### config.mk
export PLATFORM = sky130hd
export DESIGN_NAME = multi_edge_detector
export DESIGN_NICKNAME = d
export VERILOG_FILES = /design/src/rtl/multi_edge_detector.sv
export SDC_FILE = /design/constraint.sdc
export NUM_CORES = 1
export LEC_CHECK = 0
export BUFFER_PORTS_ARGS = -buffer_cell sky130_fd_sc_hd__buf_2
export CORE_MARGIN = 2
export CORE_UTILIZATION = 50
export CTS_BUF_LIST = sky130_fd_sc_hd__clkbuf_8
export DETAILED_ROUTE_END_ITERATION = 16
export PLACE_DENSITY_LB_ADDON = 0.15
export SYNTH_ARGS = -nofsm -noshare
export SYNTH_HDL_FRONTEND = slang
export SYNTH_SLANG_ARGS = --single-unit
### constraint.sdc
create_clock -name clk -period 3.35 [get_ports clk]
set_clock_uncertainty 0.15 [all_clocks]
set_input_delay 0.335 -clock clk [delete_from_list [all_inputs] [get_ports clk]]
set_output_delay 0.335 -clock clk [all_outputs]
set_load 0.02 [all_outputs]
### src/rtl/multi_edge_detector.sv
// Multi-channel edge detector: per-channel synchroniser, stable-count glitch
// filter, runtime edge-mode select, one-cycle pulse, edge type and sticky flag.
module multi_edge_detector #(
    parameter int unsigned N_CH        = 4,
    parameter int unsigned SYNC_STAGES = 2,
    parameter int unsigned DEBOUNCE    = 4
) (
    input  logic                clk,
    input  logic                reset,
    input  logic [N_CH-1:0]     din,
    input  logic [2*N_CH-1:0]   mode,
    input  logic [N_CH-1:0]     clr,
    output logic [N_CH-1:0]     level,
    output logic [N_CH-1:0]     pulse,
    output logic [N_CH-1:0]     edge_type,
    output logic [N_CH-1:0]     sticky,
    output logic                any_pulse
);

    localparam int unsigned CNT_W = $clog2(DEBOUNCE + 1);
    localparam logic [CNT_W-1:0] CNT_LAST = CNT_W'(DEBOUNCE - 1);

    logic [N_CH-1:0] w_level;
    logic [N_CH-1:0] w_rise;
    logic [N_CH-1:0] w_fall;
    logic [N_CH-1:0] w_qual;

    logic [N_CH-1:0] r_level_d;
    logic [N_CH-1:0] r_pulse;
    logic [N_CH-1:0] r_edge_type;
    logic [N_CH-1:0] r_sticky;
    logic            r_any_pulse;

    for (genvar g = 0; g < N_CH; g++) begin : g_ch
        logic [SYNC_STAGES-1:0] r_sync;
        logic [CNT_W-1:0]       r_cnt;
        logic                   r_level;
        logic                   w_s;

        assign w_s = r_sync[SYNC_STAGES-1];

        // Level only follows the synchronised input after DEBOUNCE consecutive mismatches
        always_ff @(posedge clk) begin
            if (!reset) begin
                r_sync  <= '0;
                r_cnt   <= '0;
                r_level <= 1'b0;
            end else begin
                r_sync <= {r_sync[SYNC_STAGES-2:0], din[g]};
                if (w_s == r_level) begin
                    r_cnt <= '0;
                end else if (r_cnt == CNT_LAST) begin
                    r_level <= w_s;
                    r_cnt   <= '0;
                end else begin
                    r_cnt <= r_cnt + CNT_W'(1);
                end
            end
        end

        assign w_level[g] = r_level;
        assign w_qual[g]  = (w_rise[g] & mode[2*g]) | (w_fall[g] & mode[2*g+1]);
    end

    assign w_rise = w_level & ~r_level_d;
    assign w_fall = ~w_level & r_level_d;

    // Pulse lands one cycle after the level change; sticky sets from the pulse itself
    always_ff @(posedge clk) begin
        if (!reset) begin
            r_level_d   <= '0;
            r_pulse     <= '0;
            r_edge_type <= '0;
            r_sticky    <= '0;
            r_any_pulse <= 1'b0;
        end else begin
            r_level_d   <= w_level;
            r_pulse     <= w_qual;
            r_edge_type <= (w_qual & w_rise) | (~w_qual & r_edge_type);
            r_sticky    <= r_pulse | (r_sticky & ~clr);
            r_any_pulse <= |w_qual;
        end
    end

    assign level     = w_level;
    assign pulse     = r_pulse;
    assign edge_type = r_edge_type;
    assign sticky    = r_sticky;
    assign any_pulse = r_any_pulse;

endmodule

==> flow_summary_export.csv, run 1 <==
group,metric,value,unit
floorplanning,fp.dieH,58.6,um
floorplanning,rows,19,
timing,setup_viol,0,
power_and_ir_drop,ir_worst_vdd,0.309,mV
clocking,cts_buffer_depth,2,
timing,tightest_slew,0.458,ns
timing,finalHoldViolCount,0,
clocking,clock-sinks,41,
timing,drv_slew,0,
timing,fmax,690,MHz
timing,period_needed,1.45,ns
timing,final.setup.tns,0,ns
clocking,cts_resized,0,
layout,fin_area,0.00178,mm^2
clocking,cts_htree_levels,2,
setup_path,worstPathCellList,"buf_2",
status,status,"finished, violations left",
placed_design,place_congestion,0.680,
global_routing,overflow,0,
layout,drive_gt1_share,23.9,%
clocking,worst_setup_hold_path_clk_slew,0.07,ns
clocking,postCtsSetupBuffers,0,
job,cap_violations,0,
global_routing,grt_max_degree,34,
clocking,cts_root_buf,"clkbuf_8",
power_and_ir_drop,p_per_area,517,mW/mm^2
detailed_routing,viasPerCell,4.82,
logic_synthesis,ys_ff_latch,41,
floorplanning,dieArea,0.00344,mm^2
logic_synthesis,synth_area_leaders,"dfxtp_1 (55%), ha_1 (6.7%), and2_1 (5.9%)",
global_routing,grt_pass1_wl,4110,um
logic_synthesis,yosysWarnings,0,
floorplanning,initial_core_util,53.2,%
timing,slew_headroom,69.5,%
setup_path,critPathCaptureType,"primary output",
status,violations,"DRC",
layout,final_common_cell,"dfxtp_1",
floorplanning,fp.dieW,58.6,um
floorplanning,core,0.00281,mm^2
layout,utilization,63.3,%
layout,fin_nets,205,
logic_synthesis,syn_nets,171,
logic_synthesis,synth_top_cell_area_share,55.0,%
logic_synthesis,yosysSeqAreaShare,55.0,%
clocking,tritoncts,"yes",
clocking,holdBufCountCts,0,
global_routing,grt_util_all_layers,16.7,%
placed_design,postPlaceCellArea,0.00166,mm^2
setup_path,cp_num_buf_inv,1,
setup_path,cp_slowest_cell,"dfxtp_1",
setup_path,required,2.86,ns
detailed_routing,drc,1,
global_routing,antenna_found_initial,0,
setup_path,max_stage_delay,0.46,ns
layout,final_cell_mix,"dfxtp_1 (41), buf_2 (34), and2_1 (14)",
detailed_routing,drt-initial-drc-count,8,
timing,postLayoutSetupSlackWorst,1.90,ns
clocking,clkLatencyLatePin,0.29,ns
detailed_routing,wl_per_cell,11.1,um
global_routing,grt_pass1_vias,1015,
detailed_routing,finalWirelength,2350,um
placed_design,port_buffers,34,
setup_path,critPathKind,"reg2out",
logic_synthesis,netlist_area,0.00149,mm^2
setup_path,crit_path_max_fanout,7,
setup_path,critical-path-top-delay-family,"flip-flops",
logic_synthesis,syn_inst,145,
floorplanning,boundaryPins,35,
placed_design,hpwlAfterDp,1710,um
layout,diodes,0,
placed_design,dp_worst_setup_slack,2.07,ns
setup_path,arrival,0.96,ns
timing,holdWs,0.0952,ns
logic_synthesis,syn_avg_cell_area,10.3,um^2
detailed_routing,firstDrtPassIters,10,
logic_synthesis,ys_types,19,
logic_synthesis,yosysTopAreaCell,"dfxtp_1",
layout,syn2layout_area_growth,18.9,%
detailed_routing,ant_nets,0,
hold_path,min_path_type,"in2reg",
detailed_routing,vias,1016,
timing,finalCritPeriodShare,43.3,%
timing,grt_setup_unrepaired,"no",
setup_path,critPathLaunchType,"flop",
power_and_ir_drop,p_leak,0.803,nW
clocking,cts_buffers,5,
-- flip-flops by register name, summed over array words and instances, names as in the netlist, named ones only --
register,count
any_pulse,1
g_ch.r_cnt,12
g_ch.r_level,4
g_ch.r_sync,8
pulse,4
r_level_d,4
sticky,4
-- routing by layer --
layer	up-vias	wire [um]	track usage, %
li1	528	-	-
met1	461	940	16.7
met2	23	1210	29.2
met3	4	146	7.03
met4	0	53	8.77
met5	-	0	0
-- stage by stage --
step | instances | power (mW)
2_1_floorplan | 145 | 0.519
3_3_place_gp | 203 | 0.530
3_5_place_dp | 203 | 0.532
4_1_cts | 211 | 0.929
5_1_grt | 211 | 0.950
6_report | 211 | 0.917
-- synthesized netlist by cell type --
library cell / n
and2_1: 14
o21a_1: 4
inv_1: 8
o21ai_1: 2
nand3b_1: 8
nand2_1: 8
o41a_1: 1
xor2_1: 4
buf_4: 4
ha_1: 8
mux2i_1: 4
nor2b_1: 12
dfxtp_1: 41
buf_2: 1
a21boi_0: 4
clkbuf_1: 2
and2_2: 2
nor2_1: 12
o21ai_0: 6
-- path summary, 6_finish.rpt --
path	start	to	slack, ns	depth (start not counted)
worst max-delay path	g_ch[3].r_level$_SDFFE_PN0P_	level[3]	1.90	1
worst min-delay path	din[0]	g_ch[0].r_sync[0]$_SDFF_PN0_	0.1	2
worst max register to register	g_ch[3].r_level$_SDFFE_PN0P_	any_pulse$_SDFF_PN0_	2.09	2
worst min register to register	g_ch[1].r_cnt[0]$_SDFF_PP0_	g_ch[1].r_cnt[0]$_SDFF_PP0_	0.27	1
-- power by group --
| part | switching, mW | leakage [nW] | internal [mW] |
|---|---|---|---|
| clock network | 0.157 | 0.0626 | 0.240 |
| registers | 0.00241 | 0.332 | 0.493 |
| logic | 0.0110 | 0.408 | 0.0136 |
-- logic make-up after synthesis --
kind of cell	synth area share, %
xor gates and xnor gates	2.35
muxes	2.68
AOI/OAI and AO/OA	7.46
and+or+nand+nor	21.0
adders and majority gates	6.71
buffers and inverters	4.86
DFF	55.0
-- layout make-up --
cell class | count | area, um^2
fill | 239 | 1030
sequential | 41 | 821
multi-input combinational | 89 | 599
timing repair buffer | 34 | 170
clock buffer | 6 | 82.6
tap | 31 | 38.8
clock inverter | 2 | 33.8
inverter | 8 | 30.0
Note: power is estimated with default switching activity, not from simulation.
==> run 2: changes to the inputs <==
Settings changed: CORE_UTILIZATION 50 to 49.
Clock period 3.35 ns to 1.31 ns, I/O delays scaled along.
==> run 2 against run 1 <==
The run ends with hold timing left. Critical path depth grew 4. Cell count grew 6.6%. Core utilization grew 0.99 points. Die area grew 1.9%. Register-to-register slack lost 2.0 ns. Sequential share of layout area shrank 3.2 points. Count of clock-buffer cells in the layout is the same. Clock power grew to 2.6 times the previous value. Setup slack lost 1.9 ns. Sequential power grew to 2.6 times the previous value. Combinational power grew to 3.7 times the previous value. First-iteration DRC count grew to 3.1 times the previous value. Critical path type is now in2reg. Highest routed layer unchanged.
==> flow_summary_export.csv, run 2 (synthesis gave the netlist of run 1 again) <==
group,metric,value,unit
status,status,"finished, violations left",
status,violations,"hold timing",
layout,post_layout_nonfiller_instances,225,
timing,slew_headroom,68.2,%
layout,utilization,64.3,%
hold_path,min_path_type,"in2reg",
setup_path,worstPathCellList,"dlygate4sd3_1, buf_2, nand2_2, o21ai_1, o41a_1",
floorplanning,rows,20,
timing,finalHoldViolCount,1,
setup_path,critPathCaptureType,"flop",
clocking,cts_buffers,5,
detailed_routing,ant_nets,0,
timing,period_needed,1.29,ns
layout,syn2layout_area_growth,28.2,%
setup_path,arrival,1.32,ns
power_and_ir_drop,p_leak,0.843,nW
layout,final_common_cell,"dfxtp_1",
detailed_routing,wl_per_cell,11.7,um
layout,largest_reg_flops,12,
layout,fin_nets,217,
detailed_routing,finalWirelength,2630,um
setup_path,cp_slowest_cell,"dlygate4sd3_1",
detailed_routing,drc,0,
detailed_routing,drt-initial-drc-count,25,
clocking,worst_setup_hold_path_clk_slew,0.08,ns
layout,drive_gt1_share,28.1,%
detailed_routing,vias,1085,
clocking,cts_buffer_depth,2,
setup_path,cp_num_buf_inv,2,
clocking,cts_htree_levels,2,
layout,diodes,0,
placed_design,dp_cells,207,
layout,final_cell_mix,"dfxtp_1 (39), buf_2 (34), and2_1 (14)",
setup_path,r2r_setup_slack,0.06,ns
setup_path,crit_path_max_fanout,2,
global_routing,grt_pass1_vias,1016,
setup_path,r2r-start,"g_ch[1].r_cnt[0]$_SDFF_PP0_",
placed_design,port_buffers,34,
timing,tightest_slew,0.477,ns
global_routing,overflow,0,
setup_path,max_stage_delay,0.53,ns
clocking,clock-sinks,41,
hold_path,hold_depth,4,
floorplanning,core,0.00298,mm^2
setup_path,r2r_cells,4,
power_and_ir_drop,p_per_area,1260,mW/mm^2
floorplanning,fp.dieH,59.2,um
layout,regMostFlops,"g_ch.r_cnt",
setup_path,critPathKind,"in2reg",
setup_path,cp-endpoint,"any_pulse$_SDFF_PN0_",
job,cap_violations,0,
clocking,cts_root_buf,"clkbuf_8",
layout,reg_top3,"g_ch.r_cnt x12, g_ch.r_sync x8",
placed_design,hpwlAfterDp,1710,um
setup_path,required,1.34,ns
setup_path,cp_num_cells,5,
floorplanning,fp.dieW,59.2,um
setup_path,worstSetupStartpoint,"mode[3]",
detailed_routing,viasPerCell,4.82,
power_and_ir_drop,ir_worst_vdd,0.865,mV
timing,fmax,777,MHz
floorplanning,dieArea,0.00350,mm^2
floorplanning,boundaryPins,35,
global_routing,grt_pass1_wl,4200,um
global_routing,grt_max_degree,34,
detailed_routing,firstDrtPassIters,4,
hold_path,hp-start,"mode[7]",
timing,setup_viol,0,
timing,finalCritPeriodShare,98.2,%
global_routing,antenna_found_initial,0,
setup_path,critPathLaunchType,"input pin",
setup_path,r2r-end,"g_ch[1].r_cnt[0]$_SDFF_PP0_",
timing,final.setup.tns,0,ns
clocking,clkLatencyLatePin,0.29,ns
timing,drv_slew,0,
placed_design,place_congestion,0.657,
clocking,tritoncts,"yes",
timing,holdWs,-0.000278,ns
setup_path,critical-path-top-delay-family,"buffers and inverters",
floorplanning,initial_core_util,50.1,%
global_routing,grt_util_all_layers,16.7,%
run 2: changes by cell type in the layout (fill, tap and decap cells not counted), sizes merged:
cell	delta
inv	-1
clkinvlp	+1
dlygate4sd3	+10
buf	+2
run 2: report_power, final:
| group | total (mW) | switching (mW) | internal [mW] | leakage [nW] |
|---|---|---|---|---|
| sequential | 1.27 | 0.00633 | 1.26 | 0.333 |
| combinational | 0.0915 | 0.0353 | 0.0562 | 0.452 |
| clock | 1.05 | 0.426 | 0.619 | 0.0574 |
| total | 2.40 | 0.468 | 1.94 | 0.843 |
run 2: cell type report:
cell class	count	area, um^2
clock buffers	6	82.6
clock inverters	2	37.5
fillers	255	1060
inverters	8	30.0
multi-input cells	89	614
flip-flops and latches	41	823
well taps	33	41.3
repair buffers	46	285
run 2: metal layers:
layer / vias up / GRT usage (%) / part of all wire, %
met5: - / 0 / 0
met4: 0 / 6.82 / 1.3
met3: 4 / 7.42 / 4.2
met2: 20 / 29.7 / 55
met1: 505 / 16.7 / 39
li1: 556 / - / -
run 2: worst min-delay path by stage:
stage / to
after floorplan: g_ch[0].r_sync[0]$_SDFF_PN0_
after global placement: g_ch[0].r_sync[0]$_SDFF_PN0_
after detailed placement: g_ch[1].r_sync[0]$_SDFF_PN0_
after CTS: flop
after global routing: flop
final: flop
run 2: stage by stage:
stage / instance area [um^2] / setup slack [ns] / power (mW)
final: 1910 / 0.0236 / 2.40
after floorplan: 1490 / 0.153 / 1.33
after CTS: 1900 / 0.0173 / 2.43
after global placement: 1680 / 0.0591 / 1.36
after detailed placement: 1680 / 0.0392 / 1.36
after global routing: 1910 / -0.0185 / 2.49
run 2: worst register-to-register path: stages, from the launching register on:
cell      delay (ns)
dfxtp_2         0.33
ha_2            0.18
ha_2            0.19
nand3b_1        0.19
nor2_1          0.14
run 2: repair_timing:
item,4_1_cts,5_1_grt
hold endpoints to repair,11,0
resized for setup,0,8
hold buffers,10,0
buffers inserted,0,0
setup endpoints to repair,0,6
